**src/rtl/norm_shift_pipe.sv**
```systemverilog
// Two-stage leading-one normaliser for the FP divider: S1 captures the beat and its
// leading-zero count, S2 holds the left-justified mantissa and the adjusted exponent.
module norm_shift_pipe #(
  parameter int N     = 24,
  parameter int EW    = 8,
  parameter int TAG_W = 4,
  parameter int CW    = $clog2(N + 1)
) (
  input  logic             clk,
  input  logic             rst,
  input  logic             in_valid,
  output logic             in_ready,
  input  logic [N-1:0]     in_mant,
  input  logic [EW-1:0]    in_exp,
  input  logic [TAG_W-1:0] in_tag,
  output logic             out_valid,
  input  logic             out_ready,
  output logic [N-1:0]     out_mant,
  output logic [EW-1:0]    out_exp,
  output logic [CW-1:0]    out_lzc,
  output logic [CW-1:0]    out_pos,
  output logic             out_zero,
  output logic             out_uflow,
  output logic [TAG_W-1:0] out_tag
);

  // Exponent/count comparison width: wide enough for either operand plus a guard bit.
  localparam int XW = ((EW > CW) ? EW : CW) + 1;

  logic             r_v1;
  logic [N-1:0]     r_mant1;
  logic [EW-1:0]    r_exp1;
  logic [TAG_W-1:0] r_tag1;
  logic [CW-1:0]    r_lzc1;

  logic             r_v2;
  logic [N-1:0]     r_mant2;
  logic [EW-1:0]    r_exp2;
  logic [CW-1:0]    r_lzc2;
  logic [CW-1:0]    r_pos2;
  logic             r_zero2;
  logic             r_uflow2;
  logic [TAG_W-1:0] r_tag2;

  logic             w_adv2;
  logic             w_accept;
  logic [CW-1:0]    w_lzc;
  logic             w_zero1;
  logic [XW-1:0]    w_exp_x;
  logic [XW-1:0]    w_lzc_x;
  logic [CW-1:0]    w_shift;
  logic [EW-1:0]    w_exp2;
  logic             w_uflow2;
  logic [N-1:0]     w_mant2;
  logic [CW-1:0]    w_pos2;

  assign w_adv2   = !r_v2 || out_ready;
  assign in_ready = !r_v1 || w_adv2;
  assign w_accept = in_valid && in_ready;

  // Highest set bit wins because later loop iterations overwrite earlier ones.
  // NOTE: every always_comb output gets a default first so no latch is inferred.
  always_comb begin
    w_lzc = CW'(N);
    for (int i = 0; i < N; i++) begin
      if (in_mant[i]) w_lzc = CW'(N - 1 - i);
    end
  end

  assign w_zero1 = (r_mant1 == '0);
  assign w_exp_x = XW'(r_exp1);
  assign w_lzc_x = XW'(r_lzc1);

  // Underflow keeps the exponent at zero and shifts only as far as the exponent allows.
  always_comb begin
    w_shift  = '0;
    w_exp2   = '0;
    w_uflow2 = 1'b0;
    if (!w_zero1) begin
      if (w_exp_x > w_lzc_x) begin
        w_shift = r_lzc1;
        w_exp2  = EW'(w_exp_x - w_lzc_x);
      end else begin
        w_uflow2 = 1'b1;
        if (r_exp1 != '0) w_shift = CW'(r_exp1 - EW'(1));
      end
    end
  end

  assign w_mant2 = r_mant1 << w_shift;
  assign w_pos2  = w_zero1 ? '0 : r_lzc1 + CW'(1);

  // NOTE: sequential state uses non-blocking assignments so both stages update from pre-edge values.
  always_ff @(posedge clk) begin
    if (rst) begin
      r_v1    <= 1'b0;
      r_mant1 <= '0;
      r_exp1  <= '0;
      r_tag1  <= '0;
      r_lzc1  <= '0;
    end else if (in_ready) begin
      r_v1 <= in_valid;
      if (w_accept) begin
        r_mant1 <= in_mant;
        r_exp1  <= in_exp;
        r_tag1  <= in_tag;
        r_lzc1  <= w_lzc;
      end
    end
  end

  // S2 holds its data while stalled, so the outputs are stable under backpressure.
  always_ff @(posedge clk) begin
    if (rst) begin
      r_v2     <= 1'b0;
      r_mant2  <= '0;
      r_exp2   <= '0;
      r_lzc2   <= '0;
      r_pos2   <= '0;
      r_zero2  <= 1'b0;
      r_uflow2 <= 1'b0;
      r_tag2   <= '0;
    end else if (w_adv2) begin
      r_v2 <= r_v1;
      if (r_v1) begin
        r_mant2  <= w_mant2;
        r_exp2   <= w_exp2;
        r_lzc2   <= r_lzc1;
        r_pos2   <= w_pos2;
        r_zero2  <= w_zero1;
        r_uflow2 <= w_uflow2;
        r_tag2   <= r_tag1;
      end
    end
  end

  assign out_valid = r_v2;
  assign out_mant  = r_mant2;
  assign out_exp   = r_exp2;
  assign out_lzc   = r_lzc2;
  assign out_pos   = r_pos2;
  assign out_zero  = r_zero2;
  assign out_uflow = r_uflow2;
  assign out_tag   = r_tag2;

endmodule
```
**config.mk**
```make
export PLATFORM = sky130hd
export DESIGN_NAME = norm_shift_pipe
export DESIGN_NICKNAME = d
export VERILOG_FILES = /design/src/rtl/norm_shift_pipe.sv
export SDC_FILE = /design/constraint.sdc
export NUM_CORES = 1
export LEC_CHECK = 0
export BUFFER_PORTS_ARGS = -buffer_cell sky130_fd_sc_hd__buf_2
export CAP_MARGIN = 30
export CORE_ASPECT_RATIO = 1.25
export CORE_UTILIZATION = 49
export DETAILED_ROUTE_END_ITERATION = 7
export PLACE_DENSITY = 0.71
export SYNTH_ARGS = -nofsm -noshare
export SYNTH_HDL_FRONTEND = slang
export SYNTH_SLANG_ARGS = --single-unit
```
**constraint.sdc**
```tcl
create_clock -name clk -period 5.7 [get_ports clk]
set_clock_uncertainty 0.05 [all_clocks]
set_input_delay 0.57 -clock clk [delete_from_list [all_inputs] [get_ports clk]]
set_output_delay 0.57 -clock clk [all_outputs]
set_load 0.01 [all_outputs]
```
## After elaboration in Yosys (flattened, before gate mapping)

Index checks and enable logic that the tools add are counted.
Widths: inputs -> output; s select.

| storage, ports and cells | value |
|---|---|
| word-level logic and storage cells | 59 |
| input bits | 40 |
| output and inout port bits | 50 |
| flip-flop bits (word level) | 91 |

| operators by class | value |
|---|---|
| reductions and logical operators | 9 |
| mux-type cells | 32 |
| order comparisons | 1 |
| shifts and indexed selects | 1 |
| add/sub/neg operators | 3 |

Operators with widths:

| operator | count |
|---|---|
| $mux 5 | 27 |
| $logic_not 24->1 | 1 |
| $shl 24x5->24 | 1 |
| $mux 8 | 2 |
| $gt 8x5->1 | 1 |
| $reduce_bool 8->1 | 1 |
| $sub 8x5->8 | 1 |
| $add 5x1->5 const B | 1 |
| $sub 5x1->5 const B | 1 |
| $mux 4 | 1 |
| $reduce_and 2->1 | 2 |
| $logic_not 1->1 | 2 |
| $logic_or 1x1->1 | 2 |
| $mux 1 | 2 |
| $logic_and 1x1->1 | 1 |

## Depth between registers and ports, before layout

Gate-level depths: netlist (run 1).

| logic depth | value |
|---|---|
| word-level depth | 24 |
| mapped depth | 14 |
| gate-level depth less buffers | 12 |

## Least setup slack after synthesis (run 1)

No wires, ideal clock.

| timing path | value |
|---|---|
| kind | register -> register |
| start | reg r_lzc1[1] |
| end | reg r_mant2[13], in the netlist out_mant[13] |
| required time | 5533 ps |
| clock period less this slack | 3315 ps |
| arrival | 3148 ps |
| path buffers | 1 |
| library setup time | 117 ps |
| cell stages (with the launch flop) | 12 |
| slack | 2385 ps |
| cells stage by stage | dfxtp_1 clkinv_1 fa_1 a211o_1 a21bo_4 and3_4 buf_6 o21ai_4 mux2i_1 o22ai_2 nand2b_1 a32o_1 |

| between the ends | value |
|---|---|
| longest elaborated chain between the ends | 4 |

RTL lines:

| what | RTL line | RTL |
|---|---|---|
| from (decl) | 34 | `logic [CW-1:0] r_lzc1;` |
| from (signal assigned) | 107 | `r_lzc1 <= w_lzc;` |
| $gt 8x5->1 | 80 | `if (w_exp_x > w_lzc_x) begin` |
| $mux 5 (*) | 80 |  |
| $mux 5 (*) | 79 | `if (!w_zero1) begin` |
| $shl 24x5->24 (*) | 90 | `assign w_mant2 = r_mant1 << w_shift;` |
| to (signal assigned) | 126 | `r_mant2 <= w_mant2;` |
| to (decl) | 37 | `logic [N-1:0] r_mant2;` |

Every way passes the cells marked *; elsewhere a longest branch is shown, timed or not.
A chain may end at the register's enable or synchronous reset.

## Final worst setup path (run 1)

| timing path | value |
|---|---|
| start | reg r_lzc1[1] |
| end | reg r_mant2[14], in the netlist out_mant[14] |

The elaborated chain is that of the path after synthesis.

==> impl_metrics.csv, run 1 <==
group,metric,value,unit
run_status,outcome,"finished, violations left",
run_status,violations,"design-rule violations",
layout,num_antenna_cells,0,
cts,cts_inserted_buffers,9,
critical_path,crit_chain,"clkinv_1 > ha_1 > and4_1 > and3_1 > o21ai_2 > a21oi_2 > mux2i_1 > a211oi_1 > nor3_1 > a221o_1",
layout,area_growth,13.2,%
logic_synthesis,async_reset_ff_frac,0,
place,dp_hpwl,13800,um
cts,h-tree-depth,3,
critical_path,worstPathMaxFanout,24,
routing,drtIter0Drc,494,
global_route,use_met3,0.0472,
global_route,overflow,0,
cts,hold_buffers,0,
cts,post_cts_buffers,0,
die,die_h,122,um
critical_path,cp.required,5880,ps
global_route,antenna_found_initial,0,
die,rows,43,
critical_path,crit_type,"reg2reg",
routing,vias,5874,
layout,multi_input_area,3480,um2
timing,hold_violations,0,
critical_path,slowest_delay,790,ps
die,die_w,97.6,um
logic_synthesis,synth-edff-count,0,
routing,wl,18500,um
layout,nFillCells,1092,
global_route,grt_pass1_vias,5349,
critical_path,slowest_stage,"and3_1",
die,ioPinCount,90,
timing,fin_crit,4720,ps
global_route,grt_pass1_wl,28900,um
place,numPortBuffers,89,
timing,fin_crit_sh,0.827,
timing,worstMarginPinSlew,961,ps
logic_synthesis,ys_seq_elements,91,
die,core,11100,um2
layout,seq_area,1820,um2
timing,hold_slack,393,ps
timing,setup_violations,0,
layout,stdcell_count,934,
die,die_area,11900,um2
logic_synthesis,synth_commonest_cells,"nand2_1, dfxtp_1, a21oi_1",
place,dp.cells,918,
flow_run,cap_violations,0,
cts,clock_sinks,91,
routing,avgRoutedWirePerCell,19.8,um
place,gp_congestion,0.957,
timing,tns,0,ps
logic_synthesis,yosysTopAreaCell,"dfxtp_1",
worst_hold_path,hp-class,"reg2reg",
global_route,grt_max_degree,86,
logic_synthesis,synth.avg_cell_area,7.65,um2
logic_synthesis,syn-num-nets,781,
layout,final_util,0.569,
layout,layout.nets,843,
routing,postRouteAntennaNets,0,
cts,cts-root-buf,"clkbuf_16",
logic_synthesis,synth_most_common_cell,"nand2_1",
routing,drc,12,
logic_synthesis,synth.top_cells.by_area,"dfxtp_1, nand2_1, a21oi_1",
die,start_util,0.503,
global_route,busiest_layer,"met2",
critical_path,reg2reg_slack,980,ps
cts,cts_buffer_depth,2,
timing,fmax,212,MHz
power,cellPowerDensity,294,nW/um2
power,finalPower,1.87,mW
logic_synthesis,synth.top_cell.area_share,0.325,
critical_path,arrival,4900,ps
logic_synthesis,synthDistinctLibCells,81,
logic_synthesis,ys_seq_area_frac,0.325,
timing,rsz0062_at_grt,"no",
cts,ctsResizeCount,0,
power,vdd_drop_max,0.169,mV
cts,cts_tree,"done",
power,p_leak,2.61,nW
logic_synthesis,yosys_warnings,0,
routing,firstDrtPassIters,7,
logic_synthesis,netlist_instances,732,
critical_path,endpoint_kind,"flip-flop",
global_route,grt_usage,0.313,
cts,clk_pin_slew,60,ps
global_route,met1_usage,0.404,
timing,relSlewSlack,0.359,
timing,slew_viol_final,0,
layout,drive_gt1_frac,0.181,
logic_synthesis,netlist_area,5600,um2
worst_hold_path,hold_path_depth,2,
logic_synthesis,synth_ff_type,"dfxtp_1",
routing,vias_per_cell,6.29,
cts,clock_latency,340,ps
critical_path,start_kind,"flip-flop",
global_route,grt.met2_usage,0.511,
critical_path,reg2reg_depth,10,
per-stage QoR:
| step | instance area, um2 | setup WS [ps] |
|---|---|---|
| floorplan | 5600 | 2380 |
| global placement | 6050 | 1290 |
| detailed placement | 6060 | 1140 |
| CTS | 6340 | 1120 |
| global route | 6340 | 710 |
| finish | 6340 | 985 |
flip-flops by register name (all words and copies together) (netlist names):
signal     cells
r_lzc1         5
r_exp1         8
out_lzc        5
out_zero       1
out_valid      1
r_mant1       24
out_tag        4
out_exp        8
r_v1           1
out_pos        5
out_uflow      1
out_mant      24
r_tag1         4
placed cells by master, fill, tap and decap left out, drive strengths merged, types with 6 or more instances in the layout:
master	Yosys	layout
ha	8	8
a32oi	8	8
a22oi	19	19
a221oi	9	9
nor3	16	16
a21o	7	7
o21ai	25	25
dfxtp	91	91
a311oi	8	8
nand2b	11	11
nand2	151	151
o211a	7	7
a21oi	82	82
nand3	20	20
buf	20	100
nor4	11	11
clkbuf	29	11
mux2i	12	12
a211oi	23	23
inv	13	14
o211ai	6	6
nor2	65	65
and3	10	10
layer usage:
layer	vias up	wire (um)
met1	2767	8070
li1	2812	-
met5	-	0
met2	246	8460
met3	49	1060
met4	0	877
final timing paths:
check / start / end
setup / recovery: r_lzc1[1] / out_mant[14]
hold / removal: out_mant[11] / out_mant[11]
setup reg to reg: r_lzc1[1] / out_mant[14]
hold reg to reg: out_mant[11] / out_mant[11]
worst max-delay path, delay by kind of cell, from the launching register on:
kind / cells / cell delay (ps)
and+or+nand+nor: 3 / 1130
adders and majority gates: 1 / 450
muxes: 1 / 200
AOI/OAI and AO/OA: 4 / 1550
DFF: 1 / 710
buffers and inverters: 1 / 510
cell families after synthesis:
kind of cell | Yosys count | synth area share
XOR/XNOR | 8 | 0.0125
multiplexers | 13 | 0.0235
buffers and inverters | 63 | 0.0523
AND/OR/NAND/NOR | 302 | 0.246
flip-flops | 91 | 0.325
AO/OA/AOI/OAI | 246 | 0.318
adder cells (fa/ha/maj) | 9 | 0.0215
power breakdown:
group	switching, mW	internal, mW
combinational	0.382	0.204
clock	0.259	0.309
sequential	0.0409	0.670
final cells by class:
class,count,area share
clock buffers,11,0.0383
clock inverters,5,0.00592
inverters,14,0.00829
multi-input cells,578,0.550
flip-flops and latches,91,0.287
well taps,135,0.0266
repair buffers,100,0.0839
(Power assumes the default switching activity.)
==> run 2, diff against run 1 <==
Settings changed: PLACE_DENSITY 0.71 to 0.73.
Clock period 5.7 ns to 3.89 ns, I/O delays scaled along.
==> run 2 against run 1 <==
  * The flow still finishes with violations (design-rule violations)
  * Global-route usage increased by 1.5 points
  * Utilization up 1.3 points
  * Total power is 50% higher
  * Register-to-register slack got worse by 740 ps
  * Die area is the same
  * Sequential power grew 45%
  * Cell area rose by 2.2%
==> impl_metrics.csv, run 2 (synthesized netlist as in run 1, its figures left out) <==
group,metric,value,unit
place,dpl_worst_slack,289,ps
cts,ctsResizeCount,0,
layout,drive_gt1_frac,0.199,
cts,h-tree-depth,3,
global_route,grt_max_degree,48,
timing,tns,0,ps
critical_path,cp_top_family,"compound AO/OA/AOI/OAI gates",
timing,relSlewSlack,0.447,
global_route,grt_usage,0.328,
critical_path,slowest_stage,"o21ai_1",
routing,vias,5907,
timing,final.setup.worst_slack,242,ps
timing,hold_slack,220,ps
worst_hold_path,min-delay-start,"in_valid",
place,numPortBuffers,89,
die,rows,43,
global_route,antenna_found_initial,0,
run_status,outcome,"finished, violations left",
critical_path,cp.required,4100,ps
run_status,violations,"design-rule violations",
cts,clock_sinks,91,
power,cellPowerDensity,431,nW/um2
routing,wl,19100,um
die,ioPinCount,90,
timing,hold_violations,0,
critical_path,crit_type,"reg2reg",
timing,fin_crit,3650,ps
routing,avgRoutedWirePerCell,20.1,um
global_route,grt_pass1_wl,29800,um
routing,drtIter0Drc,457,
critical_path,worstPathMaxFanout,7,
cts,post_cts_buffers,0,
routing,postRouteAntennaNets,0,
cts,clock_latency,350,ps
critical_path,worst-path-buf-inv,3,
global_route,overflow,0,
routing,vias_per_cell,6.21,
layout,num_antenna_cells,0,
layout,layout.nets,860,
critical_path,crit_top_cell,"inv_1",
cts,cts-root-buf,"clkbuf_16",
timing,slew_viol_final,0,
place,gp_congestion,0.931,
place,dp_hpwl,14600,um
power,p_leak,2.71,nW
power,vdd_drop_max,0.267,mV
cts,clk_pin_slew,70,ps
cts,hold_buffers,0,
cts,cts_buffer_depth,2,
layout,final_common_cell,"nand2_1",
flow_run,cap_violations,0,
timing,rsz0062_at_grt,"no",
cts,cts_inserted_buffers,9,
routing,firstDrtPassIters,8,
layout,nFillCells,1066,
die,core,11100,um2
timing,worstMarginPinSlew,828,ps
global_route,grt_pass1_vias,5479,
critical_path,arrival,3860,ps
die,start_util,0.503,
layout,final_cell_mix,"nand2_1, dfxtp_1, buf_2",
timing,fmax,274,MHz
timing,setup_violations,0,
layout,area_growth,15.8,%
critical_path,crit_start,"r_exp1[0]",
timing,fin_crit_sh,0.938,
routing,drc,10,
die,die_area,11900,um2
critical_path,start_kind,"flip-flop",
worst_hold_path,hp-class,"in2reg",
die,die_h,122,um
critical_path,rr_startpoint,"r_exp1[0]",
critical_path,crit_chain,"inv_1 > ha_1 > inv_1 > fa_1 > a211o_1 > a21bo_4 > nand2_1 > buf_4 > a311o_1 > mux2i_1 > o21ai_1 > a21oi_1 > a211oi_1",
cts,cts_tree,"done",
critical_path,slowest_delay,440,ps
critical_path,endpoint_kind,"flip-flop",
die,die_w,97.6,um
run 2: final cells by class:
type,instances,area (um2),share of cell area
clock inverter,6,50.0,0.00772
tap,135,169,0.0261
inverter,14,52.6,0.00811
sequential,91,1820,0.281
timing repair buffer,117,676,0.104
multi-input combinational,578,3480,0.538
clock buffer,10,229,0.0353
run 2: per-layer routing:
| metal | vias to the layer above | part of all wire | global-route usage |
|---|---|---|---|
| met5 | - | 0 | 0 |
| met4 | 0 | 0.045 | 0.183 |
| met3 | 43 | 0.053 | 0.0305 |
| met2 | 236 | 0.47 | 0.534 |
| met1 | 2778 | 0.43 | 0.428 |
| li1 | 2850 | - | - |
run 2: stage by stage:
step	power [mW]	util	std cells	area (um2)
after floorplan	1.66	-	732	5600
after global placement	1.95	0.555	934	6180
after detailed placement	1.96	0.557	935	6200
after CTS	2.79	0.582	951	6480
after global routing	2.92	0.582	951	6480
final	2.79	0.582	951	6480
run 2: tightest hold or removal path, stage by stage:
cell	delay [ps]
buf_2	90
a21oi_1	40
nor2_1	60
run 2: final timing paths:
kind	slack, ps	to	cells after the start
setup / recovery	240	out_mant[20]	13
setup reg to reg	240	out_mant[20]	13
hold / removal	220	r_v1	3
hold reg to reg	390	out_mant[11]	2
run 2: power breakdown:
group | total, mW | switching [mW] | internal [mW]
sequential | 1.03 | 0.0533 | 0.981
combinational | 0.924 | 0.587 | 0.337
clock | 0.833 | 0.391 | 0.441
==> run 3, diff against run 2 <==
--- a/config.mk
+++ b/config.mk
@@ -7,2 +7,3 @@
 export LEC_CHECK = 0
+export ABC_CLOCK_PERIOD_IN_PS = 3890
 export BUFFER_PORTS_ARGS = -buffer_cell sky130_fd_sc_hd__buf_2
==> constraint.sdc (replaced) <==
create_clock -name clk -period 3.89 [get_ports clk]
set_clock_uncertainty 0.05 [all_clocks]
set_input_delay 0.9725 -clock clk [delete_from_list [all_inputs] [get_ports clk]]
set_output_delay 0.9725 -clock clk [all_outputs]
set_load 0.01 [all_outputs]
==> run 3 against run 2 <==
  * The run still ends with design-rule violations left
  * Sequential power hardly changed
  * Non-clock buffer count stayed put
  * Total power is 3.1% higher
  * Die area stayed put
  * Critical path type unchanged
  * Largest cell class unchanged
==> impl_metrics.csv, run 3 (synthesized netlist as in run 1, its figures left out) <==
group,metric,value,unit
layout,final_util,0.586,
cts,ctsResizeCount,0,
power,p_comb_frac,0.327,
global_route,antenna_found_initial,0,
critical_path,worstPathMaxFanout,10,
die,rows,43,
routing,vias_per_cell,6.29,
critical_path,reg2reg_depth,12,
timing,hold_violations,0,
global_route,grt_usage,0.325,
timing,worstMarginPinSlew,666,ps
die,core,11100,um2
layout,multi_input_area,3490,um2
critical_path,reg2reg_slack,210,ps
die,ioPinCount,90,
critical_path,endpoint_kind,"flip-flop",
routing,firstDrtPassIters,8,
power,p_int,1.84,mW
run_status,outcome,"finished, violations left",
routing,avgRoutedWirePerCell,20.3,um
global_route,grt_pass1_vias,5458,
run_status,violations,"design-rule violations",
power,vdd_drop_max,0.270,mV
die,die_area,11900,um2
cts,clock_sinks,91,
timing,slew_viol_final,0,
worst_hold_path,min-delay-start,"out_mant[11]",
cts,cts-root-buf,"clkbuf_16",
critical_path,arrival,3830,ps
place,numPortBuffers,89,
place,gp_congestion,0.943,
layout,num_antenna_cells,0,
cts,post_cts_buffers,0,
power,p_leak,2.72,nW
layout,layout.nets,860,
critical_path,r2r-end,"out_mant[18]",
critical_path,crit_type,"reg2reg",
cts,cts_buffer_depth,2,
timing,fmax,272,MHz
cts,cts_inserted_buffers,9,
layout,area_growth,16.5,%
place,dp_hpwl,14800,um
layout,seq_area,1820,um2
flow_run,cap_violations,0,
cts,clk_pin_slew,70,ps
routing,drtIter0Drc,469,
routing,wl,19300,um
routing,postRouteAntennaNets,0,
critical_path,rr_startpoint,"r_exp1[0]",
layout,nFillCells,1089,
timing,tns,0,ps
power,seqPwrFrac,0.360,
timing,rsz0062_at_grt,"no",
cts,cts_tree,"done",
worst_hold_path,hold_end,"out_mant[11]",
worst_hold_path,hold_path_depth,2,
power,power.switching,1.03,mW
timing,fin_crit_sh,0.945,
power,p_sw_frac,0.359,
timing,fin_crit,3680,ps
cts,clock_latency,340,ps
worst_hold_path,hp-class,"reg2reg",
cts,hold_buffers,0,
routing,vias,5979,
power,clockPowerShare,0.314,
global_route,grt_max_degree,51,
power,cellPowerDensity,441,nW/um2
layout,drive_gt1_frac,0.200,
critical_path,cp.required,4050,ps
cts,h-tree-depth,3,
layout,final_common_cell,"nand2_1",
critical_path,start_kind,"flip-flop",
timing,setup_violations,0,
timing,relSlewSlack,0.556,
die,die_h,122,um
routing,drc,11,
layout,final_cell_mix,"nand2_1, dfxtp_1, buf_2",
global_route,overflow,0,
die,start_util,0.503,
die,die_w,97.6,um
global_route,grt_pass1_wl,29300,um
[run 3: power groups by stage]
stage | registers [mW] | clock network, mW | logic (mW)
after floorplan | 1.05 | 0 | 0.615
after global placement | 1.05 | 0 | 0.906
after detailed placement | 1.06 | 0 | 0.913
after CTS | 1.03 | 0.913 | 0.917
after global routing | 1.04 | 0.935 | 1.01
final | 1.04 | 0.903 | 0.940
[run 3: area by class of cell]
| type | instances | area share |
|---|---|---|
| clock buffer | 11 | 0.0372 |
| clock inverter | 5 | 0.00921 |
| tap | 135 | 0.0259 |
| inverter | 14 | 0.00806 |
| timing repair buffer | 117 | 0.105 |
| multi-input combinational | 578 | 0.535 |
| sequential | 91 | 0.279 |
[run 3: how the worst max path moves through the flow]
stage,cells past startpoint,slack [ps],to,startpoint
global route,12,2,out_mant[13],r_exp1[0]
global placement,12,290,out_mant[20],r_exp1[0]
finish,12,210,out_mant[18],r_exp1[0]
detailed placement,13,240,out_mant[22],r_exp1[0]
CTS,13,220,out_mant[22],r_exp1[0]
floorplan,11,570,out_mant[13],r_lzc1[1]
[run 3: routing by layer]
| layer | up-vias | global-route usage | part of all wire |
|---|---|---|---|
| met4 | 0 | 0.194 | 0.051 |
| met5 | - | 0 | 0 |
| li1 | 2852 | - | - |
| met1 | 2799 | 0.414 | 0.41 |
| met2 | 276 | 0.531 | 0.46 |
| met3 | 52 | 0.0351 | 0.073 |
[run 3: metrics by stage]
| step | total power, mW | setup WS, ps | std cells | hold slack (ps) | cell area [um2] |
|---|---|---|---|---|---|
| after floorplan | 1.66 | 575 | 732 | 382 | 5600 |
| after global placement | 1.96 | 287 | 934 | 378 | 6190 |
| after detailed placement | 1.97 | 239 | 935 | 383 | 6220 |
| after CTS | 2.86 | 215 | 951 | 392 | 6520 |
| after global routing | 2.99 | 2.32 | 951 | 420 | 6520 |
| final | 2.88 | 212 | 951 | 388 | 6520 |
[run 3: worst max-delay path, stage by stage (launching register included)]
cell      delay, ps
dfxtp_1         340
inv_1           120
ha_1            180
inv_1            60
fa_1            410
a211o_1         360
a21boi_4        300
o21ai_2         150
nand2_1         410
mux2i_1         460
a211oi_1        200
a222oi_1        370
a211oi_1        130
